$ cat src/rtl/mem_arbiter_if.sv
// mem_arbiter_if -- bundle of every handshake and memory signal around the
// unified-memory arbiter.
//   fetch side : if_req, if_addr            -> arbiter
//                if_gnt, if_rvalid, if_rdata <- arbiter
//   data side  : d_req, d_we, d_addr, d_wdata -> arbiter
//                d_gnt, d_rvalid, d_rdata     <- arbiter
//   memory side: mem_en, mem_we, mem_addr, mem_wdata <- arbiter
//                mem_rdata                           -> arbiter
//   status     : busy <- arbiter
// Modport "master" is the arbiter's view; "slave" is the surroundings' view.
interface mem_arbiter_if #(
  parameter int ADDR_W = 32,
  parameter int DATA_W = 32
);
  logic              if_req;
  logic [ADDR_W-1:0] if_addr;
  logic              if_gnt;
  logic              if_rvalid;
  logic [DATA_W-1:0] if_rdata;

  logic              d_req;
  logic              d_we;
  logic [ADDR_W-1:0] d_addr;
  logic [DATA_W-1:0] d_wdata;
  logic              d_gnt;
  logic              d_rvalid;
  logic [DATA_W-1:0] d_rdata;

  logic              mem_en;
  logic              mem_we;
  logic [ADDR_W-1:0] mem_addr;
  logic [DATA_W-1:0] mem_wdata;
  logic [DATA_W-1:0] mem_rdata;

  logic              busy;

  modport master (
    input  if_req, if_addr, d_req, d_we, d_addr, d_wdata, mem_rdata,
    output if_gnt, if_rvalid, if_rdata, d_gnt, d_rvalid, d_rdata,
           mem_en, mem_we, mem_addr, mem_wdata, busy
  );

  modport slave (
    output if_req, if_addr, d_req, d_we, d_addr, d_wdata, mem_rdata,
    input  if_gnt, if_rvalid, if_rdata, d_gnt, d_rvalid, d_rdata,
           mem_en, mem_we, mem_addr, mem_wdata, busy
  );
endinterface

$ cat src/rtl/mem_arbiter.sv
// mem_arbiter -- shares one single-port memory between instruction fetch and
// load/store. One transaction at a time: IDLE picks a winner, ISSUE strobes
// the memory for one cycle, WAIT counts down the fixed read latency and
// returns the word with a one-cycle rvalid pulse.
// Data beats fetch, except that after STARVE_MAX consecutive fetch losses
// the next contested decision goes to fetch.
// Ports:
//   clk_i : clock, all state changes on the rising edge
//   rst_i : synchronous active-high reset
//   bus   : mem_arbiter_if.master (requesters, memory, busy)
module mem_arbiter #(
  parameter int ADDR_W     = 32,
  parameter int DATA_W     = 32,
  parameter int MEM_LAT    = 2,
  parameter int STARVE_MAX = 4
) (
  input  logic          clk_i,
  input  logic          rst_i,
  mem_arbiter_if.master bus
);

  localparam int LAT_W = $clog2(MEM_LAT + 1);
  localparam int STV_W = $clog2(STARVE_MAX + 1);
  localparam logic [LAT_W-1:0] LAT_LOAD    = LAT_W'(MEM_LAT);
  localparam logic [LAT_W-1:0] LAT_ONE     = LAT_W'(1);
  localparam logic [STV_W-1:0] STARVE_FULL = STV_W'(STARVE_MAX);
  localparam logic [STV_W-1:0] STARVE_ONE  = STV_W'(1);

  typedef enum logic [1:0] {
    ST_IDLE  = 2'd0,
    ST_ISSUE = 2'd1,
    ST_WAIT  = 2'd2
  } state_e;

  state_e            state_q;
  logic [LAT_W-1:0]  lat_q;
  logic [STV_W-1:0]  starve_q;
  logic              sel_data_q;  // winner of the transaction in flight
  logic              we_q;        // in-flight transaction is a store
  logic              if_gnt_q, d_gnt_q, if_rvalid_q, d_rvalid_q;
  logic [DATA_W-1:0] if_rdata_q, d_rdata_q;
  logic              mem_en_q, mem_we_q, busy_q;
  logic [ADDR_W-1:0] mem_addr_q;
  logic [DATA_W-1:0] mem_wdata_q;

  logic              data_wins_s;
  logic [STV_W-1:0]  starve_d;

  // Winner selection and starvation-counter next value for an IDLE decision.
  always_comb begin
    data_wins_s = 1'b0;
    starve_d    = starve_q;
    if (bus.d_req && !(bus.if_req && (starve_q == STARVE_FULL))) begin
      data_wins_s = 1'b1;
    end else begin
      data_wins_s = 1'b0;
    end
    // Only a fetch that actually lost counts; anything else restarts the run.
    if (data_wins_s && bus.if_req) begin
      if (starve_q == STARVE_FULL) begin
        starve_d = starve_q;
      end else begin
        starve_d = starve_q + STARVE_ONE;
      end
    end else begin
      starve_d = {STV_W{1'b0}};
    end
  end

  // Transaction FSM with all outputs registered.
  always_ff @(posedge clk_i) begin
    if (rst_i) begin
      state_q     <= ST_IDLE;
      lat_q       <= {LAT_W{1'b0}};
      starve_q    <= {STV_W{1'b0}};
      sel_data_q  <= 1'b0;
      we_q        <= 1'b0;
      if_gnt_q    <= 1'b0;
      d_gnt_q     <= 1'b0;
      if_rvalid_q <= 1'b0;
      d_rvalid_q  <= 1'b0;
      if_rdata_q  <= {DATA_W{1'b0}};
      d_rdata_q   <= {DATA_W{1'b0}};
      mem_en_q    <= 1'b0;
      mem_we_q    <= 1'b0;
      mem_addr_q  <= {ADDR_W{1'b0}};
      mem_wdata_q <= {DATA_W{1'b0}};
      busy_q      <= 1'b0;
    end else begin
      case (state_q)
        ST_IDLE: begin
          if_rvalid_q <= 1'b0;
          d_rvalid_q  <= 1'b0;
          starve_q    <= starve_d;
          if (bus.if_req || bus.d_req) begin
            // Command and grant are loaded now so they appear during ISSUE.
            sel_data_q  <= data_wins_s;
            we_q        <= data_wins_s & bus.d_we;
            mem_en_q    <= 1'b1;
            mem_we_q    <= data_wins_s & bus.d_we;
            mem_addr_q  <= data_wins_s ? bus.d_addr : bus.if_addr;
            mem_wdata_q <= data_wins_s ? bus.d_wdata : {DATA_W{1'b0}};
            d_gnt_q     <= data_wins_s;
            if_gnt_q    <= ~data_wins_s;
            busy_q      <= 1'b1;
            state_q     <= ST_ISSUE;
          end else begin
            state_q <= ST_IDLE;
          end
        end
        ST_ISSUE: begin
          if_gnt_q <= 1'b0;
          d_gnt_q  <= 1'b0;
          mem_en_q <= 1'b0;
          mem_we_q <= 1'b0;
          lat_q    <= LAT_LOAD;
          state_q  <= ST_WAIT;
        end
        ST_WAIT: begin
          lat_q <= lat_q - LAT_ONE;
          // lat_q reaches 1 in the cycle mem_rdata is valid.
          if (lat_q == LAT_ONE) begin
            if (!we_q) begin
              if (sel_data_q) begin
                d_rdata_q <= bus.mem_rdata;
              end else begin
                if_rdata_q <= bus.mem_rdata;
              end
            end
            d_rvalid_q  <= sel_data_q;
            if_rvalid_q <= ~sel_data_q;
            busy_q      <= 1'b0;
            state_q     <= ST_IDLE;
          end else begin
            state_q <= ST_WAIT;
          end
        end
        default: begin
          if_gnt_q    <= 1'b0;
          d_gnt_q     <= 1'b0;
          if_rvalid_q <= 1'b0;
          d_rvalid_q  <= 1'b0;
          mem_en_q    <= 1'b0;
          mem_we_q    <= 1'b0;
          busy_q      <= 1'b0;
          state_q     <= ST_IDLE;
        end
      endcase
    end
  end

  assign bus.if_gnt    = if_gnt_q;
  assign bus.d_gnt     = d_gnt_q;
  assign bus.if_rvalid = if_rvalid_q;
  assign bus.d_rvalid  = d_rvalid_q;
  assign bus.if_rdata  = if_rdata_q;
  assign bus.d_rdata   = d_rdata_q;
  assign bus.mem_en    = mem_en_q;
  assign bus.mem_we    = mem_we_q;
  assign bus.mem_addr  = mem_addr_q;
  assign bus.mem_wdata = mem_wdata_q;
  assign bus.busy      = busy_q;

endmodule
$ cat src/flat_wrapper.sv
// flat-port wrapper written by rule: the top's interface ports become plain ports
module mem_arbiter_flat 
#(
  parameter int ADDR_W     = 32,
  parameter int DATA_W     = 32,
  parameter int MEM_LAT    = 2,
  parameter int STARVE_MAX = 4
)
  (clk_i, rst_i, bus_if_req, bus_if_addr, bus_d_req, bus_d_we, bus_d_addr, bus_d_wdata, bus_mem_rdata, bus_if_gnt, bus_if_rvalid, bus_if_rdata, bus_d_gnt, bus_d_rvalid, bus_d_rdata, bus_mem_en, bus_mem_we, bus_mem_addr, bus_mem_wdata, bus_busy);
  mem_arbiter_if #(.ADDR_W(ADDR_W), .DATA_W(DATA_W)) bus_i ();
  input  logic clk_i;
  input  logic rst_i;
  input wire logic [$bits(bus_i.if_req)-1:0] bus_if_req;
  input wire logic [$bits(bus_i.if_addr)-1:0] bus_if_addr;
  input wire logic [$bits(bus_i.d_req)-1:0] bus_d_req;
  input wire logic [$bits(bus_i.d_we)-1:0] bus_d_we;
  input wire logic [$bits(bus_i.d_addr)-1:0] bus_d_addr;
  input wire logic [$bits(bus_i.d_wdata)-1:0] bus_d_wdata;
  input wire logic [$bits(bus_i.mem_rdata)-1:0] bus_mem_rdata;
  output wire logic [$bits(bus_i.if_gnt)-1:0] bus_if_gnt;
  output wire logic [$bits(bus_i.if_rvalid)-1:0] bus_if_rvalid;
  output wire logic [$bits(bus_i.if_rdata)-1:0] bus_if_rdata;
  output wire logic [$bits(bus_i.d_gnt)-1:0] bus_d_gnt;
  output wire logic [$bits(bus_i.d_rvalid)-1:0] bus_d_rvalid;
  output wire logic [$bits(bus_i.d_rdata)-1:0] bus_d_rdata;
  output wire logic [$bits(bus_i.mem_en)-1:0] bus_mem_en;
  output wire logic [$bits(bus_i.mem_we)-1:0] bus_mem_we;
  output wire logic [$bits(bus_i.mem_addr)-1:0] bus_mem_addr;
  output wire logic [$bits(bus_i.mem_wdata)-1:0] bus_mem_wdata;
  output wire logic [$bits(bus_i.busy)-1:0] bus_busy;
  assign bus_i.if_req = bus_if_req;
  assign bus_i.if_addr = bus_if_addr;
  assign bus_i.d_req = bus_d_req;
  assign bus_i.d_we = bus_d_we;
  assign bus_i.d_addr = bus_d_addr;
  assign bus_i.d_wdata = bus_d_wdata;
  assign bus_i.mem_rdata = bus_mem_rdata;
  assign bus_if_gnt = bus_i.if_gnt;
  assign bus_if_rvalid = bus_i.if_rvalid;
  assign bus_if_rdata = bus_i.if_rdata;
  assign bus_d_gnt = bus_i.d_gnt;
  assign bus_d_rvalid = bus_i.d_rvalid;
  assign bus_d_rdata = bus_i.d_rdata;
  assign bus_mem_en = bus_i.mem_en;
  assign bus_mem_we = bus_i.mem_we;
  assign bus_mem_addr = bus_i.mem_addr;
  assign bus_mem_wdata = bus_i.mem_wdata;
  assign bus_busy = bus_i.busy;
  mem_arbiter #(.ADDR_W(ADDR_W), .DATA_W(DATA_W), .MEM_LAT(MEM_LAT), .STARVE_MAX(STARVE_MAX)) u_core (.clk_i(clk_i), .rst_i(rst_i), .bus(bus_i));
endmodule
$ cat config.mk
export PLATFORM = sky130hd
export DESIGN_NAME = mem_arbiter_flat
export DESIGN_NICKNAME = d
export VERILOG_FILES = /design/src/rtl/mem_arbiter_if.sv /design/src/rtl/mem_arbiter.sv /design/src/flat_wrapper.sv
export SDC_FILE = /design/constraint.sdc
export NUM_CORES = 1
export LEC_CHECK = 0
export ABC_AREA = 1
export CORE_MARGIN = 2
export CORE_UTILIZATION = 45
export CTS_CLUSTER_SIZE = 10
export DETAILED_ROUTE_END_ITERATION = 8
export PLACE_DENSITY = 0.85
export SETUP_SLACK_MARGIN = 0.02
export SYNTH_ARGS = -nofsm -noshare
export SYNTH_HDL_FRONTEND = slang
export SYNTH_SLANG_ARGS = --single-unit
$ cat constraint.sdc
create_clock -name clk_i -period 2.6 [get_ports clk_i]
set_input_delay 0.78 -clock clk_i [delete_from_list [all_inputs] [get_ports clk_i]]
set_output_delay 0.78 -clock clk_i [all_outputs]
set_load 0.05 [all_outputs]
# Word level (Yosys, flattened, before mapping)
# Index checks and enable logic that the tools add are counted.
# totals
rom_bits	0
latchBits	0
inputBits	133
register_bits	144
output_inout_bits	135
n_memories	0
ramBits	0
# op_classes
magnitude_cmp	0
muxes	23
div_mod_pow	0
n_bitwise	6
n_reduce_logical	14
mul	0
n_shift	0
eq_ne	7
addsub	2
# op_table
cell	count
32-bit two-way mux	2
1-bit one-hot mux with 2 select lines	6
1-bit two-way mux	9
2-bit AND reduction	4
4-bit AND reduction	2
3-bit two-way mux	2
2-bit one-hot mux with 3 select lines	1
1-bit NOT	5
2-bit by 1-bit == test with 1-bit output (second input constant)	2
2-bit by 1-bit != test with 1-bit output (second input constant)	2
2-bit one-hot mux with 2 select lines	1
3-bit by 1-bit adder with 3-bit output (second input constant)	1
3-bit == test (second input constant)	1
1-bit logical AND	3
1-bit one-hot mux with 3 select lines	1
3-bit AND reduction	1
2-bit == test (second input constant)	1
2-bit zero test	1
2-bit two-way mux	1
2-bit != test (second input constant)	1
2-bit nonzero test	1
2-bit by 1-bit subtractor with 2-bit output (second input constant)	1
1-bit AND	1
1-bit zero test	1
1-bit logical OR	1

# Logic depth before layout (Yosys ltp)
# logic_depth
depth_word	8
depth_mapped	10
mapped_depth_nobuf	8

# Worst setup path before layout
# No wires, ideal clock.
# synth_timing
path_kind	input to register
startpoint	in bus_d_req
endpoint	reg u_core.mem_addr_q[0], in the netlist u_core.bus.mem_addr[0]
t_required_ps	2482
cell_stages	7
t_arrival_ps	1610
path_slack_ps	872
cell_sequence	buf_2 nor2_1 nor2_2 buf_2 buf_4 o21ai_0 nor2_1
# synth_between
elab_chain_len	3
# synth_rtl
element	line_no	rtl
start, declared	flat_wrapper.sv:15	input wire logic [$bits(bus_i.d_req)-1:0] bus_d_req;
1-bit logical AND	mem_arbiter.sv:53	if (bus.d_req && !(bus.if_req && (starve_q == STARVE_FULL))) begin
1-bit two-way mux	mem_arbiter.sv:53	
32-bit two-way mux	mem_arbiter.sv:101	mem_addr_q <= data_wins_s ? bus.d_addr : bus.if_addr;
end signal, assigned	mem_arbiter.sv:86	mem_addr_q <= {ADDR_W{1'b0}};
end signal, assigned	mem_arbiter.sv:101	
end, declared	mem_arbiter.sv:43	logic [ADDR_W-1:0] mem_addr_q;
# Several ways; a longest one is shown, not always the timed one.
# A chain may end at the register's enable or synchronous reset.

# Final worst setup path
# layout_timing
startpoint	reg u_core.mem_addr_q[3], in the netlist u_core.bus.mem_addr[3]
endpoint	out bus_mem_addr[3]
# layout_lines
element	line_no	rtl
end, declared	flat_wrapper.sv:28	output wire logic [$bits(bus_i.mem_addr)-1:0] bus_mem_addr;
# No word-level cell between the ends.

==> run metrics <==
status=completed; GP Congestion=between 0.7 and 0.8; post-synthesis cell type count=20; slew margin rel.=62.5%; Crit path max-delay family=buffers and inverters; DR iter-0 viols=507; CTS tree=built; setup TNS=0 ps; Gate Count Post-Synth=just over 800; clk slew on worst S/H paths=around 50 ps; Overflow after GRT=0; hold_buf cts=0; final hold vios=0; gr usage total=about 26%; mapped cell area=5860 um2; dominant cells by area after synthesis=dfxtp_1 49%, nor2_1 11%, nand2_1 7.4%; Total Wirelength=around 18000 um; Peak Freq=around 410 MHz; Routed Antenna Nets=0; drt drc=0; Bufs on Longest Clock Path=2; antenna violations before repair=0; PD cells=about 670 nW/um2; vias post-DR=roughly 6300; later-pin clock latency in the skew report=410 ps; CP Class=flop to primary output; setup violators final=0; met2 usage=around 43%; Seq/Total Area, Yosys=roughly 49%; area growth from synthesis to layout=57.3%; Final Max Tran Viols=0; critical-path cell list=clkdlybuf4s50_1; Diodes inserted=0; number of setup buffers added after CTS=0; share of the synthesized area in the top cell type=between 40% and 50%; number of global-route vias before repair=between 6000 and 7000; Initial DRT Pass Iterations=5; num ports=~270; maximum vdd drop=about 0.43 mV; WP buf/inv=1; max incr delay on CP=840 ps; Final Critical Period=roughly 2400 ps; Vias per Instance=5.14; Site Rows=41; die area=13900 um2; first-pass GRT wire length=29200 um; CTS Root Cell=clkbuf_16; CP arrival=1630 ps; fin util=roughly 73%; number of buffers created by CTS=17; htree depth=4; clock skew=5.38 ps; CP Capture Type=primary output; nets=1187; CTS Sinks=144; post-synthesis register bit count=~140; max cap viols=0; share of cells above drive strength 1=~5.5%; met3 usage=just under 8%; Worst Tran Pin Value=roughly 560 ps; core area=~13000 um2; port bufs=between 200 and 300; YS warnings=0; CP Data Required Time=1820 ps; Mapped Avg Cell Area=a little over 7 um2; Pleak=approximately 3.6 nW; period utilization=92.9%; Hold Crit Class=flop to flop; global routing's busiest layer=met2; syn nets=around 950; Die H=approximately 120 um; fillers=about 1000; CTS resizes=0; Worst Setup Start Kind=flop; Initial Utilization=between 40% and 50%; GR Util met1=29.8%; Die X=118 um; WL/cell=roughly 15 um; dpl hpwl=roughly 13000 um; Worst path slowest cell=clkdlybuf4s50_1; area leader, netlist=dfxtp_1; RSZ-0062 raised after global routing=no; CP Max Fanout=2; maximum number of pins on one net before global-route repair=63
## power breakdown
group	switching [mW]	leakage, nW	internal [mW]
clock	0.862	0.290	1.56
combinational	0.820	2.11	0.519
sequential	0.0659	1.17	2.33
total	1.75	3.57	4.41
## synth_stat cells (all sizes together)
cell type	count
a31oi	1
or2	1
dfxtp	144
clkbuf	30
buf	33
nor2	173
o21ai	70
nand2	116
a211oi	1
inv	51
nand4	33
a21oi	80
ha	6
nand3	68
## area by class of cell
class | instances | area, um2 | share of cell area, %
inverters | 51 | 191 | 2.08
flip-flops and latches | 144 | 2880 | 31.3
repair buffers | 285 | 2820 | 30.6
clock buffers | 27 | 523 | 5.68
well taps | 172 | 215 | 2.34
multi-input cells | 549 | 2500 | 27.2
clock inverters | 4 | 72.6 | 0.788
## per-stage QoR
step,instances,total power [mW],hold slack [ps],worst slack [ps],instance area (um2)
after detailed placement,1201,3.78,446,373,8620
after floorplan,807,3.23,446,872,5860
after global routing,1232,6.40,472,142,9210
after CTS,1232,6.20,454,155,9210
after global placement,1201,3.76,441,435,8620
final,1232,6.16,453,185,9210
## metal layers
metal	vias to the layer above	wire length, um
met3	46	1480
met1	2903	7070
met4	0	661
met2	278	8770
li1	3110	-
met5	-	0
## worst paths after layout
check / startpoint / slack [ps] / end / depth (start not counted)
setup / recovery: u_core.bus.mem_addr[3]$_SDFFE_PP0P_ / 190 / bus_mem_addr[3] / 1
setup reg to reg: u_core.state_q[0]$_SDFF_PP0_ / 720 / u_core.bus.d_rdata[1]$_SDFFE_PP0P_ / 7
hold / removal: u_core.bus.busy$_SDFFE_PP0P_ / 450 / u_core.bus.busy$_SDFFE_PP0P_ / 2
hold reg to reg: u_core.bus.busy$_SDFFE_PP0P_ / 450 / u_core.bus.busy$_SDFFE_PP0P_ / 2
## sequential cells by signal (all words and copies together) (netlist names), 2 cells and up
name and flops:
u_core.bus.if_rdata 32, u_core.bus.mem_wdata 32, u_core.bus.mem_addr 32, u_core.starve_q 3, u_core.state_q 2, u_core.lat_q 2, u_core.bus.d_rdata 32
## cell usage in the layout, fill, tap and decap left out
master / count
or2_2: 1
buf_4: 16
buf_2: 2
dfxtp_1: 144
nor2_1: 170
nand2_1: 116
clkinv_2: 1
clkdlybuf4s50_1: 265
clkinvlp_4: 1
a31oi_1: 1
clkbuf_8: 6
nor2_4: 3
nand3_2: 1
clkbuf_16: 17
o21ai_1: 1
o21ai_0: 69
nand3_1: 67
inv_1: 45
bufinv_16: 2
nand4_1: 33
inv_2: 6
a21oi_1: 80
buf_12: 2
ha_1: 6
a211oi_1: 1
clkbuf_1: 4
## cells by family after synthesis
family | after synthesis | synth area share [%]
flops | 144 | 49.2
compound gates | 152 | 13.1
fa+ha+maj | 6 | 1.28
simple gates | 391 | 28.3
buf+inv | 114 | 8.16
Power figures use the tool's default switching activity.
